### src/rtl/ux607_pwm_icb_if.sv
// ux607_pwm_icb_if: ICB command/response channel between a bus master and the PWM block.
`ifndef UX607_PA_SIZE
`define UX607_PA_SIZE 32
`endif
interface ux607_pwm_icb_if;
  logic                      i_icb_cmd_valid;
  logic                      i_icb_cmd_ready;
  logic [`UX607_PA_SIZE-1:0] i_icb_cmd_addr;
  logic                      i_icb_cmd_read;
  logic [31:0]               i_icb_cmd_wdata;
  logic                      i_icb_rsp_valid;
  logic                      i_icb_rsp_ready;
  logic [31:0]               i_icb_rsp_rdata;
  modport master (
    output i_icb_cmd_valid, i_icb_cmd_addr, i_icb_cmd_read, i_icb_cmd_wdata, i_icb_rsp_ready,
    input  i_icb_cmd_ready, i_icb_rsp_valid, i_icb_rsp_rdata
  );
  modport slave (
    input  i_icb_cmd_valid, i_icb_cmd_addr, i_icb_cmd_read, i_icb_cmd_wdata, i_icb_rsp_ready,
    output i_icb_cmd_ready, i_icb_rsp_valid, i_icb_rsp_rdata
  );
endinterface

### src/rtl/ux607_pwm_icb.sv
// ux607_pwm_icb: ICB-mapped PWM timer with NCH compare channels.
// Defining UX607_PWM_CENTER_ALIGN_EN adds up/down (center-aligned) counting via CFG[14].
`ifndef UX607_PA_SIZE
`define UX607_PA_SIZE 32
`endif
module ux607_pwm_icb #(
  parameter int NCH  = 4,
  parameter int CMPW = 16,
  parameter int CNTW = CMPW + 15
) (
  input  logic           clk,
  input  logic           rst_n,
  ux607_pwm_icb_if.slave bus,
  output logic [NCH-1:0] io_interrupts,
  output logic [NCH-1:0] io_gpio
);
  logic [3:0]      scale;
  logic            sticky, zerocmp, enalways, enoneshot, center, en, oneshot_clr;
  logic [NCH-1:0]  ip, hit, ip_nxt;
  logic [CNTW-1:0] count, count_nxt;
  logic [CMPW-1:0] pwms;
  logic [CMPW-1:0] cmp [NCH];
  logic            accept, wr, cfg_wr, count_wr;
  logic [5:0]      a;
  logic [31:0]     cfg_rd, rdata;
  logic            unused_bits;

  assign bus.i_icb_cmd_ready = ~bus.i_icb_rsp_valid | bus.i_icb_rsp_ready;
  assign accept = bus.i_icb_cmd_valid & bus.i_icb_cmd_ready;
  assign a = bus.i_icb_cmd_addr[7:2];
  assign wr = accept & ~bus.i_icb_cmd_read;
  assign cfg_wr = wr & (a == 6'h00);
  assign count_wr = wr & (a == 6'h02);
  assign en = enalways | enoneshot;
  assign pwms = CMPW'(count >> scale);
  assign ip_nxt = hit | ({NCH{sticky}} & ip);
  assign io_gpio = ip;
  assign io_interrupts = ip;
  assign unused_bits = ^{bus.i_icb_cmd_addr, bus.i_icb_cmd_wdata};

  always_comb
    for (int i = 0; i < NCH; i++) hit[i] = pwms >= cmp[i];

  always_comb begin
    cfg_rd = '0;
    cfg_rd[3:0] = scale;
    cfg_rd[8] = sticky;
    cfg_rd[9] = zerocmp;
    cfg_rd[12] = enalways;
    cfg_rd[13] = enoneshot;
    cfg_rd[14] = center;
    cfg_rd[16+:NCH] = ip;
  end

  always_comb begin
    rdata = (a == 6'h00) ? cfg_rd : (a == 6'h02) ? 32'(count) : (a == 6'h04) ? 32'(pwms) : '0;
    for (int i = 0; i < NCH; i++)
      if (a == 6'(8 + i)) rdata = 32'(cmp[i]);
  end

`ifdef UX607_PWM_CENTER_ALIGN_EN
  logic dir, dir_nxt;
  always_ff @(posedge clk or negedge rst_n)
    if (!rst_n) begin
      center <= 1'b0;
      dir <= 1'b0;
    end else begin
      center <= cfg_wr ? bus.i_icb_cmd_wdata[14] : center;
      dir <= dir_nxt;
    end
`else
  assign center = 1'b0;
`endif

  always_comb begin
    count_nxt = (zerocmp & hit[0]) ? '0 : en ? count + CNTW'(1) : count;
    oneshot_clr = zerocmp & hit[0];
`ifdef UX607_PWM_CENTER_ALIGN_EN
    dir_nxt = 1'b0;
    // Turn down on the compare hit; reaching zero flips back up and ends a one-shot
    if (center & zerocmp & en & (dir | hit[0])) begin
      dir_nxt = count > CNTW'(1);
      count_nxt = dir_nxt ? count - CNTW'(1) : '0;
      oneshot_clr = ~dir_nxt;
    end else if (center & zerocmp) begin
      dir_nxt = dir;
      count_nxt = en ? count + CNTW'(1) : count;
      oneshot_clr = 1'b0;
    end
`endif
  end

  always_ff @(posedge clk or negedge rst_n)
    if (!rst_n) begin
      bus.i_icb_rsp_valid <= 1'b0;
      bus.i_icb_rsp_rdata <= '0;
      {scale, sticky, zerocmp, enalways, enoneshot} <= '0;
      ip <= '0;
      count <= '0;
      for (int i = 0; i < NCH; i++) cmp[i] <= '0;
    end else begin
      bus.i_icb_rsp_valid <= accept | (bus.i_icb_rsp_valid & ~bus.i_icb_rsp_ready);
      if (accept) bus.i_icb_rsp_rdata <= bus.i_icb_cmd_read ? rdata : '0;
      if (cfg_wr) begin
        scale <= bus.i_icb_cmd_wdata[3:0];
        sticky <= bus.i_icb_cmd_wdata[8];
        zerocmp <= bus.i_icb_cmd_wdata[9];
        enalways <= bus.i_icb_cmd_wdata[12];
      end
      enoneshot <= cfg_wr ? bus.i_icb_cmd_wdata[13] : enoneshot & ~oneshot_clr;
      ip <= cfg_wr ? bus.i_icb_cmd_wdata[16+:NCH] : ip_nxt;
      count <= count_wr ? bus.i_icb_cmd_wdata[CNTW-1:0] : count_nxt;
      for (int i = 0; i < NCH; i++)
        if (wr & (a == 6'(8 + i))) cmp[i] <= bus.i_icb_cmd_wdata[CMPW-1:0];
    end
endmodule

### src/flat_wrapper.sv
// flat-port wrapper written by rule: the top's interface ports become plain ports
module ux607_pwm_icb_flat 
#(
  parameter int NCH  = 4,
  parameter int CMPW = 16,
  parameter int CNTW = CMPW + 15
)
  (clk, rst_n, io_interrupts, io_gpio, bus_i_icb_cmd_valid, bus_i_icb_cmd_addr, bus_i_icb_cmd_read, bus_i_icb_cmd_wdata, bus_i_icb_rsp_ready, bus_i_icb_cmd_ready, bus_i_icb_rsp_valid, bus_i_icb_rsp_rdata);
  ux607_pwm_icb_if bus_i ();
  input  logic clk;
  input  logic rst_n;
  output logic [NCH-1:0] io_interrupts;
  output logic [NCH-1:0] io_gpio;
  input wire logic [$bits(bus_i.i_icb_cmd_valid)-1:0] bus_i_icb_cmd_valid;
  input wire logic [$bits(bus_i.i_icb_cmd_addr)-1:0] bus_i_icb_cmd_addr;
  input wire logic [$bits(bus_i.i_icb_cmd_read)-1:0] bus_i_icb_cmd_read;
  input wire logic [$bits(bus_i.i_icb_cmd_wdata)-1:0] bus_i_icb_cmd_wdata;
  input wire logic [$bits(bus_i.i_icb_rsp_ready)-1:0] bus_i_icb_rsp_ready;
  output wire logic [$bits(bus_i.i_icb_cmd_ready)-1:0] bus_i_icb_cmd_ready;
  output wire logic [$bits(bus_i.i_icb_rsp_valid)-1:0] bus_i_icb_rsp_valid;
  output wire logic [$bits(bus_i.i_icb_rsp_rdata)-1:0] bus_i_icb_rsp_rdata;
  assign bus_i.i_icb_cmd_valid = bus_i_icb_cmd_valid;
  assign bus_i.i_icb_cmd_addr = bus_i_icb_cmd_addr;
  assign bus_i.i_icb_cmd_read = bus_i_icb_cmd_read;
  assign bus_i.i_icb_cmd_wdata = bus_i_icb_cmd_wdata;
  assign bus_i.i_icb_rsp_ready = bus_i_icb_rsp_ready;
  assign bus_i_icb_cmd_ready = bus_i.i_icb_cmd_ready;
  assign bus_i_icb_rsp_valid = bus_i.i_icb_rsp_valid;
  assign bus_i_icb_rsp_rdata = bus_i.i_icb_rsp_rdata;
  ux607_pwm_icb #(.NCH(NCH), .CMPW(CMPW), .CNTW(CNTW)) u_core (.clk(clk), .rst_n(rst_n), .bus(bus_i), .io_interrupts(io_interrupts), .io_gpio(io_gpio));
endmodule
### config.mk
export PLATFORM = sky130hd
export DESIGN_NAME = ux607_pwm_icb_flat
export DESIGN_NICKNAME = d
export VERILOG_FILES = /design/src/rtl/ux607_pwm_icb_if.sv /design/src/rtl/ux607_pwm_icb.sv /design/src/flat_wrapper.sv
export SDC_FILE = /design/constraint.sdc
export NUM_CORES = 1
export LEC_CHECK = 0
export ABC_AREA = 1
export ABC_CLOCK_PERIOD_IN_PS = 4800
export CAP_MARGIN = 25
export CORE_MARGIN = 2
export CORE_UTILIZATION = 35
export CTS_BUF_LIST = sky130_fd_sc_hd__clkbuf_2 sky130_fd_sc_hd__clkbuf_4 sky130_fd_sc_hd__clkbuf_8
export DETAILED_ROUTE_END_ITERATION = 6
export HOLD_SLACK_MARGIN = 0.1
export PLACE_DENSITY = 0.57
export RECOVER_POWER = 50
export SLEW_MARGIN = 20
export SYNTH_ARGS = -nofsm -noshare
export SYNTH_HDL_FRONTEND = slang
export SYNTH_SLANG_ARGS = --single-unit
### constraint.sdc
create_clock -name clk -period 4.8 [get_ports clk]
set_input_delay 0.72 -clock clk [delete_from_list [all_inputs] [get_ports clk]]
set_output_delay 0.72 -clock clk [all_outputs]
set_load 0.05 [all_outputs]
* Word-level counts from Yosys, hierarchy flattened
Index checks and enable logic that the tools add are counted. Widths: inputs -> output; s select.
Storage, ports and cells: bits of input ports 69, word-level logic and storage cells 60, bits in registers 140, output and inout bits 42
Operators by class: add/subtract/negate cells 1, equal/unequal tests 6, shifts and indexed selects 1, magnitude comparators 4, reduce and logical (&&, ||, !) cells 2, bitwise logic cells 20, muxes and demuxes 13
Operators by type and width (number):
- $mux 32 | 7
- $mux 31 | 3
- $ge 16x16->1 | 4
- $add 31x1->31 const B | 1
- $shr 31x4->16 | 1
- $eq 6x4->1 const B | 4
- $mux 16 | 1
- $and 1x1->1 | 11
- $eq 6x2->1 const B | 1
- $eq 6x3->1 const B | 1
- $logic_not 6->1 | 1
- $and 4x4->4 | 1
- $mux 4 | 1
- $not 1->1 | 4
- $or 4x4->4 | 1
- $or 1x1->1 | 3
- $reduce_bool 3->1 | 1
- $mux 1 | 1

* Logic depth before layout (Yosys ltp)
depth after elaboration 9, gate-level depth with buffers 22, mapped depth without buffers 20

* Least setup slack after synthesis
OpenSTA, ideal clock, no wires.
path type flip-flop to flip-flop, start point register u_core.scale[0], end point register u_core.count[18], data arrival time 2.658 ns, data required time 4.735 ns, period minus slack after synthesis 2.722 ns, setup time 0.065 ns, setup slack 2.078 ns, path buffers 2, stages on the path, launching flop included 21, cell sequence dfrtp_1 -> inv_1 -> clkbuf_1 -> nand2_1 -> nand3_1 -> nand3_1 -> nand3_1 -> and2_1 -> ha_1 -> nand2_1 -> inv_1 -> o21bai_1 -> nand2_1 -> a21oi_1 -> nand3_1 -> nand2_1 -> nand3_1 -> inv_2 -> buf_2 -> nand2_1 -> nand2_1
On the way: longest elaborated chain between the ends 5, elaborated cells on any way between the ends 6, those cells by class 1 x order compare; 1 x shift; 2 x mux; 1 x bitwise; 1 x reduce/logical
Ends and longest elaborated chain:
- start, declared | line ux607_pwm_icb.sv:17 | logic [3:0] scale;
- start signal, assigned | line ux607_pwm_icb.sv:105 | scale <= bus.i_icb_cmd_wdata[3:0];
- $shr 31x4->16 * | line ux607_pwm_icb.sv:35 | assign pwms = CMPW'(count >> scale);
- $ge 16x16->1 * | line ux607_pwm_icb.sv:42 | for (int i = 0; i < NCH; i++) hit[i] = pwms >= cmp[i];
- $and 1x1->1 * | line ux607_pwm_icb.sv:76 | count_nxt = (zerocmp & hit[0]) ? '0 : en ? count + CNTW'(1) : count;
- $mux 31 | line ux607_pwm_icb.sv:76
- $mux 31 | line ux607_pwm_icb.sv:112 | count <= count_wr ? bus.i_icb_cmd_wdata[CNTW-1:0] : count_nxt;
- end signal, assigned | line ux607_pwm_icb.sv:112
- end, declared | line ux607_pwm_icb.sv:20 | logic [CNTW-1:0] count, count_nxt;
Every way passes the cells marked *; elsewhere a longest branch is shown, timed or not. A chain may end at the register's enable or synchronous reset.

* Final worst setup path
start point register u_core.scale[0], end point register u_core.count[15]
The elaborated chain is that of the path after synthesis.

==> reports/metrics.cfg <==
[outcome]
status = finished with violations
violations = capacitance limit, slew limit

[global_route]
antenna_found_initial = 0
first_global_vias = 9470
grt-ovfl-total = 0
grt_usage_pct = 22.83
grt_pass1_wl_mm = 54.14
grt_max_degree = 90

[detailed_routing]
via_per_inst = 5.139
drt-pass1-iter-count = 6
wirelength_mm = 34.07
drt_iter0_drc = 1096
ant_nets = 0
dr.max_layer_used = met4
dr_wl_met3_mm = 2.125
post-route-drc-count = 0
num_vias = 10150
wire_per_inst_um = 17.25
wl_met1_mm = 16.35
wl_met2_mm = 15.08

[placed_design]
dpl_cell_area_mm2 = 0.01131
port_buffers = 82
hpwl_mm = 25.51
finalWeightedCongestion = 0.9073
dp_slack_ps = 746.1
dpl.cell_count = 1940

[synthesis]
synth-seq-cells = 139
syn-cell-area_mm2 = 0.01025
yosys_warnings = 0
syn_inst = 1543
synth_cell_type_count = 34
syn-num-nets = 1677
post_synth.cell_area_avg_um2 = 6.646
synth-seq-area-share_pct = 33.92

[final_layout]
final_layout_size_suffix_gt1_share_pct = 4.337
layout_commonest_cell = nand2_1
fin_nets = 1712
final-seq-area_mm2 = 0.003478
fillerInstances = 3037
final_cell_area_mm2 = 0.01177
area_growth_syn_to_layout_pct = 14.75
final_cells = 1975
multi_input_area_mm2 = 0.005729
diodes = 0
final_core_util_pct = 40.89
layout_common_cells = 535 x nand2_1, 229 x nand3_1, 161 x inv_1

[floorplanning]
die_area_mm2 = 0.03068
die_h_um = 175.2
row_count = 62
io_pins = 111
die_w_um = 175.2
start_util_pct = 35.63
fp.coreArea_mm2 = 0.02878

[timing]
hold_slack_ps = 482.3
fmaxAchievable_mhz = 242.6
finalWorstSetupSlack_ps = 678.4
fin_setup_tns_ps = 0
tightest_slew_ps = 2377
slew_headroom_pct = -58.46
setup_violations = 0
final.min_clock_period_ps = 4122
min_period_over_period_pct = 85.87
rsz0062_at_grt = no
drv_slew = 118
hold_viol_final = 0
finalClockSkew_ps = 13.24

[setup_path]
reg2reg_slack_ps = 680
cp_max_fo = 31
cp-end-kind = flop
required_ps = 5220
critPathLaunchType = flop
slowest_delay_ps = 640
crit_arrival_ps = 4540
cp_common_cell = nand2_1
crit_chain = inv_1 -> nand2_1 -> nand3_1 -> nand3_1 -> nand3_1 -> and2_1 -> ha_1 -> nand2_1 -> inv_1 -> nand2_1 -> nand2_1 -> nand2_1 -> nand2_1 -> nand2_1 -> nand3_1 -> nand2_1 -> nand3_1 -> inv_2 -> nand2_1 -> nand2_1
worstSetupPathType = flop to flop
cpMaxStageDelayCell = inv_1

[clock_network]
cts_tree = built
cts_setup_buffers = 0
clkSinkCount = 139
ctsHoldBuffers = 0
cts_buffers = 17
clk_latency_ps = 480
clockBufferDepth = 2
clkTransAtPathRegs_ps = 80
ctsResizeCount = 0
htree_num_levels = 4
root_buffer = clkbuf_8

[run]
maxCapViolCount = 2

[pwr]
peakVddDrop_uv = 234.5
p_total_mw = 3.662
power.density_mw_per_mm2 = 311.2
leakagePower_nw = 5.790

[worst_hold_path]
hold_path_class = flop to flop

[logic make-up after synthesis]
group	share of synthesized area (%)
AOI/OAI and AO/OA	10.18
xor gates and xnor gates	1.623
adders and majority gates	7.931
buffers and inverters	10.14
DFF	33.92
other	0.03657
and+or+nand+nor	36.18
[routing by layer]
metal | up-vias | track usage (%)
met2 | 326 | 34.96
li1 | 5050 | -
met5 | - | 0
met4 | 0 | 5.347
met3 | 38 | 3.655
met1 | 4735 | 33.58
[registers in the layout (all words and copies together) (netlist names)]
| signal | count |
|---|---|
| u_core.scale | 4 |
| u_core.sticky | 1 |
| u_core.enalways | 1 |
| u_core.count | 31 |
| u_core.cmp | 64 |
| u_core.zerocmp | 1 |
| u_core.enoneshot | 1 |
| u_core.io_gpio | 4 |
| u_core.bus.i_icb_rsp_rdata | 31 |
| u_core.bus.i_icb_rsp_valid | 1 |
[where the power goes]
group          switching [mW]  total [mW]  internal [mW]
clock                   0.504        1.09          0.583
sequential              0.119        1.38           1.26
combinational           0.782        1.20          0.417
total                    1.41        3.66           2.26
[final timing paths]
kind                                                 from                             end  depth (start not counted)
max                                       u_core.scale[0]                u_core.count[15]                         20
max reg2reg                               u_core.scale[0]                u_core.count[15]                         20
min in group asynchronous                           rst_n                u_core.count[14]                          1
max in group asynchronous                           rst_n                u_core.count[23]                          2
min reg2reg                u_core.bus.i_icb_rsp_rdata[15]  u_core.bus.i_icb_rsp_rdata[15]                          2
min                        u_core.bus.i_icb_rsp_rdata[15]  u_core.bus.i_icb_rsp_rdata[15]                          2
[layout make-up]
cell class	instances	share of cell area, %
clock inverter	8	1.116
clock buffer	24	2.594
timing repair buffer	106	8.602
sequential	139	29.56
inverter	168	5.359
multi-input combinational	1146	48.69
tap	384	4.083
[cell usage after synthesis]
| cell type | n | area [um^2] |
|---|---|---|
| nand2_1 | 535 | 2008 |
| nand3_1 | 229 | 1146 |
| inv_1 | 161 | 604.3 |
| dfrtp_1 | 139 | 3478 |
| o21ai_0 | 79 | 395.4 |
| a21oi_1 | 66 | 330.3 |
| ha_1 | 65 | 813.3 |
| nor2_1 | 43 | 161.4 |
| clkbuf_1 | 40 | 150.1 |
| buf_2 | 35 | 175.2 |
| o21ai_1 | 32 | 160.2 |
| nor3_1 | 18 | 90.09 |
| and2_1 | 15 | 93.84 |
| nand4_1 | 11 | 68.82 |
| o31ai_1 | 11 | 82.58 |
| xor2_1 | 11 | 96.34 |
| xnor2_1 | 8 | 70.07 |
| buf_1 | 7 | 26.28 |
| buf_4 | 7 | 52.55 |
| inv_2 | 6 | 22.52 |
| a22oi_1 | 4 | 30.03 |
| nor2_2 | 3 | 18.77 |
| o211ai_1 | 3 | 22.52 |
| nand2_2 | 2 | 12.51 |
| nor3_4 | 2 | 32.53 |
| nor4_4 | 2 | 42.54 |
| o21bai_1 | 2 | 15.01 |
| clkbuf_2 | 1 | 5.000 |
| clkinv_1 | 1 | 3.750 |
| conb_1 | 1 | 3.750 |
| nand3_4 | 1 | 17.52 |
| nor3_2 | 1 | 10.01 |
| nor3b_1 | 1 | 7.510 |
| o21a_1 | 1 | 7.510 |
[critical path, delay by kind of cell (launching register included)]
family / cells / cell delay, ps
buf+inv: 3 / 1290
flops: 1 / 390
simple gates: 16 / 2080
fa+ha+maj: 1 / 290
Power figures use the tool's default switching activity.
